File: config.mk
export PLATFORM = sky130hd
export DESIGN_NAME = change_dispenser
export DESIGN_NICKNAME = d
export VERILOG_FILES = /design/src/rtl/change_dispenser.sv
export SDC_FILE = /design/constraint.sdc
export NUM_CORES = 1
export LEC_CHECK = 0
export ABC_CLOCK_PERIOD_IN_PS = 7000
export CAP_MARGIN = 20
export CELL_PAD_IN_SITES_DETAIL_PLACEMENT = 1
export CELL_PAD_IN_SITES_GLOBAL_PLACEMENT = 2
export CORE_ASPECT_RATIO = 0.5
export CORE_MARGIN = 10
export CORE_UTILIZATION = 36
export CTS_CLUSTER_DIAMETER = 30
export DETAILED_ROUTE_END_ITERATION = 10
export GPL_TIMING_DRIVEN = 1
export PLACE_DENSITY = 0.93
export SYNTH_ARGS = -nofsm -noshare
export SYNTH_HDL_FRONTEND = slang
export SYNTH_SLANG_ARGS = --single-unit
File: constraint.sdc
create_clock -name clk -period 7 [get_ports clk]
set_input_delay 0.7 -clock clk [delete_from_list [all_inputs] [get_ports clk]]
set_output_delay 0.7 -clock clk [all_outputs]
set_load 0.02 [all_outputs]
File: src/rtl/change_dispenser.sv
// change_dispenser -- pays out a refund amount as a sequence of single coins,
// largest eligible denomination first, one hopper handshake per coin.
//
// Build option: define CHANGE_HOPPER_EN to add the hopper_empty port and skip
// denominations whose hopper reports empty. Left undefined, every hopper is
// treated as stocked and the port does not exist.
//
// Ports
//   clk          in   single clock, rising edge
//   reset        in   asynchronous, active-high
//   start        in   one-cycle payout request, honoured only when idle
//   amount[7:0]  in   refund value, captured on an accepted start
//   eject_ack    in   hopper confirms one coin ejected (used only in EJECT)
//   hopper_empty[4:0] in  empty flags {100,50,20,10,5} (CHANGE_HOPPER_EN only)
//   busy         out  high whenever not idle
//   eject_req    out  request one coin of eject_sel
//   eject_sel[4:0] out one-hot coin: 00001=5 00010=10 00100=20 01000=50 10000=100
//   done         out  one-cycle completion pulse
//   remainder[7:0] out unpaid value, valid from done until next accepted start
//   timeout_err  out  an ack wait expired during the last payout
//   coins_paid[5:0] out coins ejected in the current/last payout (saturating)
//
// state  | meaning
// IDLE   | waiting for start
// SELECT | pick largest eligible coin <= remaining, or finish
// EJECT  | eject_req held, waiting for eject_ack or timeout
// DONE   | done pulse, remainder published

module change_dispenser #(
    parameter int unsigned ACK_TIMEOUT = 255
) (
    input  logic       clk,
    input  logic       reset,
    input  logic       start,
    input  logic [7:0] amount,
    input  logic       eject_ack,
`ifdef CHANGE_HOPPER_EN
    input  logic [4:0] hopper_empty,
`endif
    output logic       busy,
    output logic       eject_req,
    output logic [4:0] eject_sel,
    output logic       done,
    output logic [7:0] remainder,
    output logic       timeout_err,
    output logic [5:0] coins_paid
);

    typedef enum logic [1:0] {IDLE, SELECT, EJECT, DONE} state_t;

    // The wait counter starts at 0 on entry to EJECT, so the last permitted
    // cycle is ACK_TIMEOUT-1; eject_req is then high ACK_TIMEOUT cycles.
    localparam logic [7:0] LAST_WAIT = 8'(ACK_TIMEOUT - 1);

    state_t     state;
    logic [7:0] remaining;
    logic [7:0] wait_cnt;
    logic [4:0] eligible;
    logic [4:0] pick_sel;
    logic [7:0] sel_val;

    always_comb begin
`ifdef CHANGE_HOPPER_EN
        eligible = ~hopper_empty;
`else
        eligible = 5'b11111;
`endif
    end

    always_comb begin
        pick_sel = 5'b00000;
        if (eligible[4] && remaining >= 8'd100)     pick_sel = 5'b10000;
        else if (eligible[3] && remaining >= 8'd50) pick_sel = 5'b01000;
        else if (eligible[2] && remaining >= 8'd20) pick_sel = 5'b00100;
        else if (eligible[1] && remaining >= 8'd10) pick_sel = 5'b00010;
        else if (eligible[0] && remaining >= 8'd5)  pick_sel = 5'b00001;
    end

    always_comb begin
        sel_val = 8'd0;
        case (eject_sel)
            5'b10000: sel_val = 8'd100;
            5'b01000: sel_val = 8'd50;
            5'b00100: sel_val = 8'd20;
            5'b00010: sel_val = 8'd10;
            5'b00001: sel_val = 8'd5;
            default:  sel_val = 8'd0;
        endcase
    end

    always_ff @(posedge clk or posedge reset) begin
        if (reset) begin
            state       <= IDLE;
            remaining   <= 8'd0;
            wait_cnt    <= 8'd0;
            busy        <= 1'b0;
            eject_req   <= 1'b0;
            eject_sel   <= 5'b00000;
            done        <= 1'b0;
            remainder   <= 8'd0;
            timeout_err <= 1'b0;
            coins_paid  <= 6'd0;
        end else begin
            case (state)
                IDLE: begin
                    done <= 1'b0;
                    if (start) begin
                        remaining   <= amount;
                        coins_paid  <= 6'd0;
                        timeout_err <= 1'b0;
                        wait_cnt    <= 8'd0;
                        busy        <= 1'b1;
                        state       <= SELECT;
                    end
                end
                SELECT: begin
                    if (pick_sel != 5'b00000) begin
                        eject_sel <= pick_sel;
                        eject_req <= 1'b1;
                        wait_cnt  <= 8'd0;
                        state     <= EJECT;
                    end else begin
                        eject_sel <= 5'b00000;
                        done      <= 1'b1;
                        remainder <= remaining;
                        state     <= DONE;
                    end
                end
                EJECT: begin
                    // ack is checked first so a coincident timeout loses
                    if (eject_ack) begin
                        remaining  <= remaining - sel_val;
                        coins_paid <= (coins_paid == 6'd63) ? 6'd63 : coins_paid + 6'd1;
                        wait_cnt   <= 8'd0;
                        eject_req  <= 1'b0;
                        state      <= SELECT;
                    end else if (wait_cnt == LAST_WAIT) begin
                        timeout_err <= 1'b1;
                        eject_req   <= 1'b0;
                        wait_cnt    <= 8'd0;
                        done        <= 1'b1;
                        remainder   <= remaining;
                        state       <= DONE;
                    end else begin
                        wait_cnt <= wait_cnt + 8'd1;
                    end
                end
                DONE: begin
                    done  <= 1'b0;
                    busy  <= 1'b0;
                    state <= IDLE;
                end
                default: state <= IDLE;
            endcase
        end
    end

endmodule

==> summary.md, run 1 <==
| Metric | Value |
|---|---|
| YS warnings | `0` |
| DP Area | `2980 µm²` |
| Final critical-path share of the clock period | `0.410` |
| Setup WS pre-CTS | `4.12 ns` |
| Final Worst Setup Slack | `4.13 ns` |
| Remaining DRCs | `0` |
| Peak Freq | `349 MHz` |
| Die ar. | `11100 µm²` |
| Crit. End Element | `flip-flop` |
| Vias in the first global route | `2373` |
| Layout cells sized above 1 | `0.0825` |
| Total global routing track utilization | `0.128` |
| Iter 0 DRT Violations | `96` |
| Most common cell after layout, fill and taps aside | `dfrtp_1` |
| Netlist cell types | `45` |
| Crit path depth | `7` |
| Core area | `6810 µm²` |
| Number of buffer and inverter stages on the critical path | `1` |
| Final Instance Area | `3150 µm²` |
| Synthesized area per cell | `9.04 µm²` |
| Least-Margin Pin Slew | `0.938 ns` |
| Ys async rst share | `1.00` |
| Effective utilization at floorplan | `0.379` |
| Total gr overflow | `0` |
| Worst r2r src | `state[0]` |
| First drt pass iteration count | `4` |
| Cell depth of the worst flop-to-flop path | `7` |
| Startpoint types | `flip-flop` |
| Hold path cells | `2` |
| Site Rows | `21` |
| P_leak | `1.33 nW` |
| Skew final | `0.00363 ns` |
| R2R Setup Slk | `4.13 ns` |
| Status | `complete, no violations` |
| Post-CTS Repair Setup Buffers | `0` |
| Post-Route Utilization | `0.463` |
| Hold wc startpoint | `busy` |
| Worst path top cell family by delay | `simple AND/OR/NAND/NOR gates` |
| Root Driver | `clkbuf_16` |
| Via/cell ratio | `5.40` |
| Seq/Total Area, Yosys | `0.398` |
| Largest net degree at the start of global routing | `42` |
| Most frequent cells in the layout | `dfrtp_1 (41), clkdlybuf4s50_1 (34), o21ai_0 (31), nand2_1 (28), nor2_1 (26)` |
| Initial antenna violation count | `0` |
| Worst endpoint required time | `7.17 ns` |
| Global-route wire length before repair | `11.8 mm` |
| Final Max Tran Viols | `0` |
| Clock Latency Late Sink | `0.29 ns` |
| Yosys reg bits | `41` |
| # hold bufs at CTS | `0` |
| Wire per inst | `16.9 µm` |
| R2r endpoint | `remaining[5]` |
| # IOs | `35` |
| Post-synth EDFFs | `0` |
| Mapped Area | `2580 µm²` |
| Via count | `2199` |
| CTS buffer count | `5` |
| Area growth from synthesis to layout | `22.2%` |
| Power per cell area | `491 nW/µm²` |
| Chip height | `79.8 µm` |
| Max rail drop VDD | `176 µV` |
| Crit path from | `state[0]` |
| Fillcell total | `778` |
| DP Wirelength | `5.10 mm` |
| Die extent in x | `140 µm` |
| ANT nets after route | `0` |
| Cells after synthesis | `285` |
| Max cap viols | `0` |
| Routability cong. | `0.807` |
| Fin crit period | `2.87 ns` |
| Syn_nets | `312` |
| Finish-stage setup viols | `0` |
| Clock Pin Slew Worst Setup and Hold Paths | `0.06 ns` |
| Critical Path Max Stage Delay | `0.78 ns` |
| Worst path cell trace | `inv_1, ha_1, nor2b_1, or3_1, nor3b_1, a21oi_1, nand3_1` |
| ANT cells | `0` |
| Critical path type | `reg2reg` |
| CTS tree | `built` |
| Hold Vio Cnt, Final | `0` |
| Primary FF master, synth | `dfrtp_1` |
| Critical-path top delay cell | `ha_1` |
| H-tree lvl count | `2` |
| Final Power | `1.55 mW` |
| Post-CTS Resized | `0` |
| Clock buffer depth | `2` |
| Critical Path Fanout Max | `27` |
| HP Class | `reg2reg` |
| Arrival @ worst endpoint | `3.04 ns` |
| Layout Nets | `341` |
| I/O Buffers | `34` |
| Clk sinks | `41` |
| Min-Delay Endpoint | `busy` |
| Unrepaired setup endpoints after global routing | `no` |
| Post-Route WL | `6.88 mm` |
| Slew HR | `0.374` |
| Setup TNS | `0 ns` |
## worst reg2reg max path, delay by kind of cell, from the launching register on
kind,cells,cell delay (ns)
adders and majority gates,1,0.78
buffers and inverters,1,0.11
AOI/OAI and AO/OA,1,0.19
and+or+nand+nor,4,1.22
DFF,1,0.46
## power breakdown
part | switching (mW) | total [mW] | internal (mW)
Combinational | 0.459 | 0.833 | 0.374
Clock | 0.0989 | 0.277 | 0.178
Sequential | 0.118 | 0.438 | 0.319
## state kept, by name (all words and copies together) (netlist names)
signal / count
timeout_err: 1
remainder: 8
wait_cnt: 8
remaining: 8
busy: 1
done: 1
state: 2
eject_sel: 5
coins_paid: 6
eject_req: 1
## worst max-delay path by stage
stage | slack (ns) | end
2_1_floorplan | 4.64 | remaining[6]
3_3_place_gp | 4.30 | remaining[7]
3_5_place_dp | 4.12 | remaining[7]
4_1_cts | 4.11 | remaining[7]
5_1_grt | 3.79 | remaining[7]
6_report | 4.13 | remaining[5]
## layout make-up
class	count	area (µm²)	area share
multi-input cells	217	1430	0.455
flip-flops and latches	41	1030	0.326
repair buffers	36	355	0.113
clock buffers	7	143	0.0453
well taps	92	115	0.0365
inverters	13	48.8	0.0155
clock inverters	1	30.0	0.00953
## per-layer routing
metal  GRT usage  up-vias  part of all wire
met5           0        -                 0
met4      0.0482        0             0.017
met3      0.0297       10             0.025
met2       0.222       20              0.48
met1       0.153     1094              0.48
li1            -     1075                 -
## cell usage after synthesis, drive strengths merged, types with 2 or more instances
cell type,number,area share
a21o,2,0.0058
nor2b,8,0.019
inv,13,0.019
buf,4,0.012
dfrtp,41,0.40
o22a,3,0.010
or3,3,0.0073
xnor2,4,0.014
clkbuf,10,0.015
nand2,28,0.041
a211oi,2,0.0058
nor2,26,0.038
xor2,2,0.0068
or4,2,0.0073
mux2,11,0.048
ha,14,0.068
nand3,11,0.021
nor3b,6,0.017
and3,4,0.0097
o21ai,31,0.060
a31oi,4,0.0097
nand2b,2,0.0049
nand3b,3,0.0087
o21a,2,0.0058
nor3,6,0.012
o31ai,8,0.029
mux2i,5,0.019
a21oi,18,0.035
## stage by stage
step,cells,hold slack (ns)
6_report,407,0.477
5_1_grt,407,0.531
4_1_cts,407,0.491
3_5_place_dp,399,0.477
3_3_place_gp,399,0.459
2_1_floorplan,285,0.445
## cells by family (layout without fill, tap and decap cells)
family | after synthesis | count (layout) | synth area share
AND/OR/NAND/NOR | 103 | 103 | 0.204
AO/OA/AOI/OAI | 77 | 77 | 0.188
flip-flops | 41 | 41 | 0.398
buffers and inverters | 27 | 57 | 0.0461
multiplexers | 16 | 16 | 0.0675
adder cells (fa/ha/maj) | 15 | 15 | 0.0757
XOR/XNOR | 6 | 6 | 0.0204
Note: power is estimated with default switching activity, not from simulation.
==> run 2: changes to the inputs <==
ABC_CLOCK_PERIOD_IN_PS = 2330   (was 7000)
CORE_UTILIZATION = 30   (was 36)
PLACE_DENSITY = 0.84   (was 0.93)
clock period = 2.33 ns   (was 7 ns; I/O delays follow)
==> summary.md, run 2 (synthesis results as in run 1) <==
| Metric | Value |
|---|---|
| Status | `complete, no violations (unchanged)` |
| Peak Freq | `454 MHz (was 349 MHz)` |
| Clock Pin Slew Worst Setup and Hold Paths | `0.06 ns (about the same)` |
| Sw Ratio | `0.447 (was 0.437)` |
| Critical Path Fanout Max | `6 (was 27)` |
| Worst path top cell family by delay | `adder cells (was simple AND/OR/NAND/NOR gates)` |
| Critical Path Max Stage Delay | `0.44 ns (was 0.78 ns)` |
| P_leak | `1.39 nW (was 1.33 nW)` |
| Slew HR | `0.550 (was 0.374)` |
| Clock buffer depth | `2 (unchanged)` |
| Clk pwr share | `0.139 (was 0.179)` |
| Die extent in x | `151 µm (was 140 µm)` |
| Site Rows | `23 (was 21)` |
| Hold Vio Cnt, Final | `0 (unchanged)` |
| Wire per inst | `17.1 µm (was 16.9 µm)` |
| Final std cells w/o fill | `443 (was 407)` |
| Power per cell area | `1480 nW/µm² (was 491 nW/µm²)` |
| P_sw | `2.20 mW (was 0.676 mW)` |
| I/O Buffers | `34 (unchanged)` |
| Fin crit period | `2.20 ns (was 2.87 ns)` |
| Die ar. | `12900 µm² (was 11100 µm²)` |
| Skew final | `0.00856 ns (was 0.00363 ns)` |
| Sequential power share | `0.250 (was 0.283)` |
| Via/cell ratio | `5.09 (was 5.40)` |
| H-tree lvl count | `2 (unchanged)` |
| Remaining DRCs | `0 (unchanged)` |
| Least-Margin Pin Slew | `0.675 ns (was 0.938 ns)` |
| First drt pass iteration count | `4 (unchanged)` |
| Post-CTS Repair Setup Buffers | `0 (unchanged)` |
| Largest net degree at the start of global routing | `28 (was 42)` |
| Fillcell total | `949 (was 778)` |
| Internal power | `2.72 mW (was 0.871 mW)` |
| Comb pwr share | `0.611 (was 0.538)` |
| CTS tree | `built (unchanged)` |
| Post-Route WL | `7.59 mm (was 6.88 mm)` |
| Finish-stage setup viols | `0 (unchanged)` |
| Initial antenna violation count | `0 (unchanged)` |
| DP Wirelength | `5.84 mm (was 5.10 mm)` |
| Most common cell after layout, fill and taps aside | `dfrtp_1 (unchanged)` |
| # IOs | `35 (unchanged)` |
| Critical path type | `reg2reg (unchanged)` |
| Worst endpoint required time | `2.51 ns (was 7.17 ns)` |
| Max cap viols | `0 (unchanged)` |
| Clock Latency Late Sink | `0.29 ns (about the same)` |
| Iter 0 DRT Violations | `104 (was 96)` |
| Area growth from synthesis to layout | `28.7% (was 22.2%)` |
| Vias in the first global route | `2441 (was 2373)` |
| Layout Nets | `357 (was 341)` |
| Layout cells sized above 1 | `0.166 (was 0.0825)` |
| # hold bufs at CTS | `0 (unchanged)` |
| Worst path cell trace | `nor2_1, and3_1, ha_1, inv_1, fa_2, a211oi_2, o21bai_1, a21oi_1, mux2i_1, nand2_1 (was inv_1, ha_1, nor2b_1, or3_1, nor3b_1, a21oi_1, nand3_1)` |
| Final Power | `4.92 mW (was 1.55 mW)` |
| Number of buffer and inverter stages on the critical path | `1 (unchanged)` |
| Via count | `2257 (was 2199)` |
| Effective utilization at floorplan | `0.315 (was 0.379)` |
| Global-route wire length before repair | `12.8 mm (was 11.8 mm)` |
| Crit path depth | `10 (was 7)` |
| Crit. End Element | `flip-flop (unchanged)` |
| Final critical-path share of the clock period | `0.945 (was 0.410)` |
| Smallest hold slack | `0.339 ns (was 0.477 ns)` |
| Cell count after placement | `435 (was 399)` |
| Cell depth of the worst flop-to-flop path | `10 (was 7)` |
| Unrepaired setup endpoints after global routing | `yes (was no)` |
| Critical-path top delay cell | `dfrtp_1 (was ha_1)` |
| Chip height | `85.5 µm (was 79.8 µm)` |
| Total gr overflow | `0 (unchanged)` |
| CTS buffer count | `5 (unchanged)` |
| HP Class | `in2async (was reg2reg)` |
| Root Driver | `clkbuf_16 (unchanged)` |
| Most frequent cells in the layout | `dfrtp_1 (38), clkdlybuf4s50_1 (34), o21ai_0 (29), nand2_1 (28), nor2_1 (24) (was dfrtp_1 (41), clkdlybuf4s50_1 (34), o21ai_0 (31), nand2_1 (28), nor2_1 (26))` |
| Arrival @ worst endpoint | `2.38 ns (was 3.04 ns)` |
| Final Max Tran Viols | `0 (unchanged)` |
| Clk sinks | `41 (unchanged)` |
| ANT cells | `0 (unchanged)` |
| Startpoint types | `flip-flop (unchanged)` |
| Max rail drop VDD | `392 µV (was 176 µV)` |
| Total global routing track utilization | `0.123 (was 0.128)` |
| Largest registers | `remainder (8), remaining (8), wait_cnt (8) (unchanged)` |
| ANT nets after route | `0 (unchanged)` |
| Routability cong. | `0.844 (was 0.807)` |
| Core area | `8170 µm² (was 6810 µm²)` |
run 2: cell types whose count changed in the layout (fill, tap and decap cells not counted), moves of 2 or more:
cell / before / now
o21ai_1: 0 / 2
buf_4: 2 / 17
nor2_2: 0 / 2
clkinv_2: 0 / 2
nor2_1: 26 / 24
dfrtp_1: 41 / 38
dfrtp_2: 0 / 3
o21ai_0: 31 / 29
run 2: final timing paths:
| kind | end | slack, ns | start |
|---|---|---|---|
| min reg2reg | busy | 0.49 | busy |
| max | remaining[6] | 0.13 | eject_sel[1] |
| min in group clk | busy | 0.49 | busy |
| min | timeout_err | 0.34 | reset |
| max in group asynchronous | eject_sel[3] | 1.38 | reset |
| max reg2reg | remaining[6] | 0.13 | eject_sel[1] |
run 2: area by class of cell:
type                       count  area [µm²]  area share
clock buffer                   6         129      0.0388
sequential                    41        1030       0.310
inverter                      13        48.8      0.0147
clock inverter                 2        10.0     0.00302
timing repair buffer          52         488       0.147
tap                          112         140      0.0422
multi-input combinational    217        1470       0.444
run 2: worst register-to-register path: stages, from the launching register on:
cell and delay [ns]:
dfrtp_1 0.44, nor2_1 0.16, and3_1 0.17, ha_1 0.16, inv_1 0.06, fa_2 0.37
a211oi_2 0.20, o21bai_1 0.09, a21oi_1 0.20, mux2i_1 0.20, nand2_1 0.06
run 2: metal layers:
layer | up-vias | global-route usage | share of wire
met5 | - | 0 | 0
met4 | 0 | 0.0426 | 0.015
met3 | 9 | 0.0236 | 0.018
met2 | 18 | 0.214 | 0.49
met1 | 1124 | 0.149 | 0.48
li1 | 1106 | - | -
run 2: power groups by stage:
stage	registers [mW]	logic (mW)	clock network, mW
final	1.23	3.01	0.684
after global routing	1.28	3.33	0.743
after CTS	1.23	2.95	0.707
after detailed placement	1.24	2.88	0
after global placement	1.21	2.78	0
after floorplan	1.32	1.77	0
run 2: through the flow:
stage	setup slack, ns	util	setup TNS (ns)	area (µm²)
final	0.128	0.406	0	3320
after global routing	-0.0236	0.406	-0.0236	3320
after CTS	0.000440	0.402	0	3280
after detailed placement	-0.0322	0.384	-0.0368	3140
after global placement	0.0687	0.384	0	3140
after floorplan	-0.00450	-	-0.00450	2580
run 2: timing repair:
item	CTS	global route
endpoints found under the setup margin	2	7
pin swaps	0	1
gates resized for setup	3	13
